## src/rtl/spi_bram_rd_framer.sv

```systemverilog
// spi_bram_rd_framer: polls the SPI receive buffer, fetches bytes by address and
// turns length-prefixed frames into a valid/ready payload stream with end-of-frame.
module spi_bram_rd_framer #(
    parameter int DATAWIDTH = 8,
    parameter int ADDRWIDTH = 11,
    parameter int RD_LAT    = 4
) (
    input  logic                 clk,
    input  logic                 rst,
    input  logic                 enable,
    input  logic                 not_empty,
    output logic                 rd_en,
    output logic [ADDRWIDTH-1:0] rd_addr,
    input  logic [DATAWIDTH-1:0] rd_data,
    output logic                 m_valid,
    output logic [DATAWIDTH-1:0] m_data,
    output logic                 m_last,
    input  logic                 m_ready,
    output logic [15:0]          frame_cnt
);
    localparam int LW = $clog2(RD_LAT + 1);

    typedef enum logic [1:0] {IDLE, FETCH, DECODE, HOLD} state_t;

    state_t               state, state_nxt;
    logic [LW-1:0]        lat_cnt;
    logic [DATAWIDTH-1:0] byte_q;
    logic [DATAWIDTH-1:0] rem;
    logic                 lat_done;
    logic                 accept;

    assign lat_done = lat_cnt == LW'(RD_LAT - 1);
    assign accept   = state == HOLD && m_ready;
    assign rd_en    = state == FETCH;
    assign m_valid  = state == HOLD;
    assign m_data   = byte_q;
    assign m_last   = m_valid && rem == DATAWIDTH'(1);

    always_comb begin
        state_nxt = state;
        case (state)
            IDLE:    state_nxt = enable && not_empty ? FETCH : IDLE;
            FETCH:   state_nxt = lat_done ? DECODE : FETCH;
            // rem==0 means the byte just fetched is a header
            DECODE:  state_nxt = rem == '0 ? IDLE : HOLD;
            HOLD:    state_nxt = m_ready ? IDLE : HOLD;
            default: state_nxt = IDLE;
        endcase
    end

    always_ff @(posedge clk or posedge rst) begin
        if (rst) begin
            state     <= IDLE;
            lat_cnt   <= '0;
            byte_q    <= '0;
            rem       <= '0;
            rd_addr   <= '0;
            frame_cnt <= '0;
        end else begin
            state   <= state_nxt;
            lat_cnt <= state == FETCH && !lat_done ? lat_cnt + 1'b1 : '0;
            if (state == FETCH && lat_done) begin
                byte_q  <= rd_data;
                rd_addr <= rd_addr + 1'b1;
            end
            if (state == DECODE && rem == '0)
                rem <= byte_q;
            if (accept) begin
                rem <= rem - 1'b1;
                if (rem == DATAWIDTH'(1))
                    frame_cnt <= frame_cnt + 16'd1;
            end
        end
    end
endmodule

```

## config.mk

```make
export PLATFORM = sky130hd
export DESIGN_NAME = spi_bram_rd_framer
export DESIGN_NICKNAME = d
export VERILOG_FILES = /design/src/rtl/spi_bram_rd_framer.sv
export SDC_FILE = /design/constraint.sdc
export NUM_CORES = 1
export LEC_CHECK = 0
export ABC_AREA = 1
export BUFFER_PORTS_ARGS = -buffer_cell sky130_fd_sc_hd__buf_2
export CORE_AREA = 2 2 65 80
export CTS_CLUSTER_SIZE = 12
export DETAILED_ROUTE_END_ITERATION = 8
export DIE_AREA = 0 0 67 82
export PLACE_DENSITY = 0.78
export SLEW_MARGIN = 15
export SYNTH_ARGS = -nofsm -noshare
export SYNTH_HDL_FRONTEND = slang
export SYNTH_SLANG_ARGS = --single-unit
```

## constraint.sdc

```tcl
create_clock -name clk -period 1.95 [get_ports clk]
set_input_delay 0 -clock clk [delete_from_list [all_inputs] [get_ports clk]]
set_output_delay 0 -clock clk [all_outputs]
set_load 0.02 [all_outputs]
```

* Word-level counts from Yosys, hierarchy flattened
Index checks and enable logic that the tools add are counted.
** Operators by class
- Reductions and logical operators :: 11
- Magnitude comparators :: 0
- $mul :: 0
- Eq/ne operators :: 5
- Add/sub/neg operators :: 4
- Bitwise operators :: 0
- Div/mod/pow operators :: 0
- Mux-type cells :: 8
- Shift operators :: 0
** Operator list (count)
- 16-bit by 1-bit adder with 16-bit output (second input constant) :: 1
- 8-bit two-way mux :: 2
- 11-bit by 1-bit adder with 11-bit output (second input constant) :: 1
- 8-bit by 1-bit == test with 1-bit output (second input constant) :: 1
- 8-bit logical NOT :: 1
- 2-bit one-hot mux with 4 select lines :: 1
- 8-bit by 1-bit subtractor with 8-bit output (second input constant) :: 1
- 1-bit logical AND :: 6
- 2-bit two-way mux :: 3
- 2-bit == test (second input constant) :: 2
- 3-bit by 1-bit adder with 3-bit output (second input constant) :: 1
- 3-bit by 2-bit == test with 1-bit output (second input constant) :: 1
- 3-bit two-way mux :: 1
- 2-bit by 1-bit == test with 1-bit output (second input constant) :: 1
- 2-bit logical NOT :: 1
- 2-bit AND reduction :: 1
- 2-bit nonzero test :: 1
- 1-bit logical NOT :: 1
- 1-bit two-way mux :: 1
** Word-level totals
- Bits in latches :: 0
- Input bits :: 13
- Output and inout bits :: 38
- Memories kept :: 0
- Bits in writable memories :: 0
- Logic and storage cells :: 34
- Bits in read-only memories :: 0
- Register bits :: 48

* Longest topological paths before layout
- Depth after elaboration :: 4
- Mapped depth :: 8
- Gate-level depth less buffers :: 8

* Worst setup path before layout
No wires, ideal clock.
- Path type :: register -> register
- Start point :: register frame_cnt[0]
- End point :: register frame_cnt[12]
- Library setup time :: 0.117 ns
- Data required time :: 1.833 ns
- Cell stages (with the launch flop) :: 9
- Slack :: 0.469 ns
- Period minus slack after synthesis :: 1.481 ns
- Data arrival time :: 1.364 ns
- Cell sequence :: dfrtp_1 ha_1 nand2_1 nor2_1 nand3_1 nand2_1 nand2_1 nand2_1 nand2_1
** On the way
- Cells in the longest elaborated chain, start to end :: 1
** Ends and longest elaborated chain
- start, declared :: line 19 : output logic [15:0] frame_cnt
- start signal, assigned :: line 71 : frame_cnt <= frame_cnt + 16'd1;
- 16-bit by 1-bit adder with 16-bit output :: line 71
Every way passes these cells.
A chain may end at the register's enable or synchronous reset.

* Worst setup path in the final report
- Start point :: register rem[0]
- End point :: register rem[1]
** On the way
- Cells in the longest elaborated chain, start to end :: 3
** Ends and longest elaborated chain
- start, declared :: line 28 : logic [DATAWIDTH-1:0] rem;
- start signal, assigned :: line 67 : rem <= byte_q;
- start signal, assigned :: line 69 : rem <= rem - 1'b1;
- branches (longest 3 deep; another with 8-bit by 1-bit subtractor with 8-bit output)
Parallel ways; which one is timed is not known.

==> impl_metrics.yaml <==
min_path:
  hold_start: "enable"
  hp-class: "primary input to flip-flop"
pwr:
  peakVddDrop_mv: 0.8092
  power.total_uw: 3056
  sequentialPowerShare_pct: 46.3
  p_comb_share_pct: 30.8
  power_density_nw_per_um2: 990.4
  p_switching_uw: 1122
  p_leak_uw: 0.001593
  p_clk_share_pct: 23.0
  p_int_uw: 1934
  switching_share_pct: 36.71
floorplanning:
  dieArea_um2: 5494
  start_util_pct: 53.13
  pin_count: 51
  row_count: 28
  die_w_um: 67
  die_y_um: 82
  core_area_um2: 4765
worst_setup_path:
  startpoint: "rem[0]"
  r2r-start: "rem[0]"
  cp.arrival_ns: 1.87
  crit_path_start_kind: "flip-flop"
  slowest_delay_ns: 0.42
  crit_chain: "inv_1 -> ha_1 -> nand2_1 -> nor2_2 -> nand2_1 -> nand2_1 -> nand2_1 -> o21ai_0"
  cp_slowest_cell: "dfrtp_1"
  setup.worst_path.class: "flip-flop to flip-flop"
  crit_top_cell: "nand2_1"
  setup.worst_path.end_class: "flip-flop"
  critPathMaxFanout: 7
  crit_required_ns: 2.17
logic_synthesis:
  avgSynthCellArea_um2: 7.647
  synth-simple-area-share_pct: 33.17
  yosysWarnings: 0
  synth_seq_cells: 48
  synth-compound-area-share_pct: 5.289
  synthAdderAreaFrac_pct: 2.966
  syn_nets: 350
  synth_cells: 331
  yosysUniqueCellTypes: 22
  synth_top_family_by_area: "simple AND/OR/NAND/NOR gates"
  synth_mux_area_share_pct: 0
  synth-xor-area-share_pct: 4.498
  synth_area_um2: 2531
  ys_seq_area_share_pct: 47.45
clock_tree:
  cts_hold_buf: 10
  cts-htree-levels: 2
  path_clk_slew_ns: 0.09
  clock_sinks: 48
  clk_latency_ns: 0.30
  clockBufferDepth: 2
  cts.repair.resized: 0
  clock-root-buffer: "clkbuf_8"
  post_cts_buffers: 0
  cts_inserted_buffers: 5
  cts_tree: "done"
sta:
  drv_slew: 0
  hold_viol: 0
  setup_viol: 0
  min_period_over_period_pct: 84.60
  tightestPinTransition_ns: 0.3889
  rsz0062_at_grt: "false"
  skew_ns: 0.008811
  slew_headroom_pct: 74.04
  fin_tns_setup_ns: 0
  holdWs_ns: 0.02222
  fmax_ghz: 0.6061
  min_period_ns: 1.650
final_layout:
  layout_common_cells: "nand2_1 (113), buf_2 (50), dfrtp_1 (48)"
  final_layout_size_suffix_gt1_share_pct: 16.79
  ff_latch_area_um2: 1201
  layout_commonest_cell: "nand2_1"
  syn2layout_area_growth_pct: 21.90
  fill_cells: 420
  antenna_cells: 0
  multiInputGateArea_um2: 1162
  instances_no_fill: 459
  num-nets-final: 417
grt:
  grt_use_total_pct: 22.35
  grt-ovfl-total: 0
  grt_pass1_wl_um: 9370
  grt_start_max_net_pins: 49
  antenna_found_initial: 0
  grt_pass1_vias: 2185
drt:
  drtIter0Drc: 181
  drt_first_pass_iters: 4
  wirelength_um: 5484
  ant_nets: 0
  post_drt_wl_per_cell_um: 11.95
  drc: 0
  viasPerCell: 5.161
  num_vias: 2369
place:
  dpl.hpwl_um: 3979
  place_congestion: 0.7894
  place_inst: 441
  portBuffers: 50
run:
  drv_cap: 0
status:
  status: "finished, final reports clean"
[power by group through the flow]
stage / registers (uW) / clock network [uW] / logic, uW
finish: 1410 / 702 / 940
global route: 1440 / 772 / 1060
CTS: 1410 / 718 / 941
detailed placement: 1430 / 0 / 921
global placement: 1420 / 0 / 895
floorplan: 1530 / 0 / 504
[kinds of logic (layout without fill, tap and decap cells)]
kind of cell               count (synthesis)  after routing
DFF                                       48             48
AOI/OAI and AO/OA                         24             24
adders and majority gates                  6              6
and+or+nand+nor                          197            197
buffers and inverters                     43            111
xor gates and xnor gates                  13             13
[synthesized netlist by cell type]
cell	count	share of area, %
nor2_1	34	5.0
nand2_2	1	0.25
nand3_1	28	5.5
buf_2	2	0.40
nor2_4	1	0.44
nor3_2	2	0.79
dfrtp_1	48	47
o2111ai_1	1	0.35
clkbuf_1	1	0.15
nand3b_1	1	0.30
nor3_1	3	0.59
o21ai_1	1	0.20
inv_1	39	5.8
o21ai_0	18	3.6
nor2_2	1	0.25
nand2_1	113	17
buf_4	1	0.30
xor2_1	6	2.1
xnor2_1	7	2.4
o211ai_1	4	1.2
nand4_1	13	3.2
ha_1	6	3.0
[worst paths after layout]
check / to / slack (ns) / depth (start not counted)
max: rem[1] / 0.30 / 8
min: state[0] / 0.02 / 3
max reg2reg: rem[1] / 0.30 / 8
min reg2reg: lat_cnt[0] / 0.44 / 1
max in group asynchronous: rd_addr[2] / 1.45 / 4
min in group asynchronous: frame_cnt[2] / 0.26 / 4
[per-stage QoR]
| stage | setup WS, ns | area (um^2) | utilization, % |
|---|---|---|---|
| after floorplan | 0.4694 | 2531 | - |
| after detailed placement | 0.3386 | 2878 | 60.40 |
| after global placement | 0.4300 | 2878 | 60.40 |
| after CTS | 0.3168 | 3085 | 64.76 |
| after global routing | 0.1535 | 3085 | 64.76 |
| final | 0.3002 | 3085 | 64.76 |
[layout make-up]
type                       instances  share of cell area, %
clock buffer                       6                  2.352
clock inverter                     2                  1.135
inverter                          39                  4.745
multi-input combinational        240                  37.67
sequential                        48                  38.93
tap                               60                  2.433
timing repair buffer              64                  12.73
[state kept, by name (all words and copies together), names as in the netlist]
| signal | cells |
|---|---|
| frame_cnt | 16 |
| rem | 8 |
| state | 2 |
| rd_addr | 11 |
| lat_cnt | 3 |
| m_data | 8 |
[metal layers]
metal | GRT usage (%) | vias to the layer above | share of wire, %
li1 | - | 1189 | -
met1 | 26.60 | 1118 | 44
met2 | 39.60 | 55 | 50
met3 | 5.342 | 7 | 4.5
met4 | 6.735 | 0 | 1.3
met5 | 0 | - | 0
[worst max-delay path, delay by kind of cell, from the launching register on]
| kind | cells | cell delay (ns) |
|---|---|---|
| buf+inv | 1 | 0.12 |
| compound gates | 1 | 0.08 |
| flops | 1 | 0.42 |
| fa+ha+maj | 1 | 0.23 |
| simple gates | 5 | 0.71 |
No activity file was read; power rests on OpenSTA's default activity.
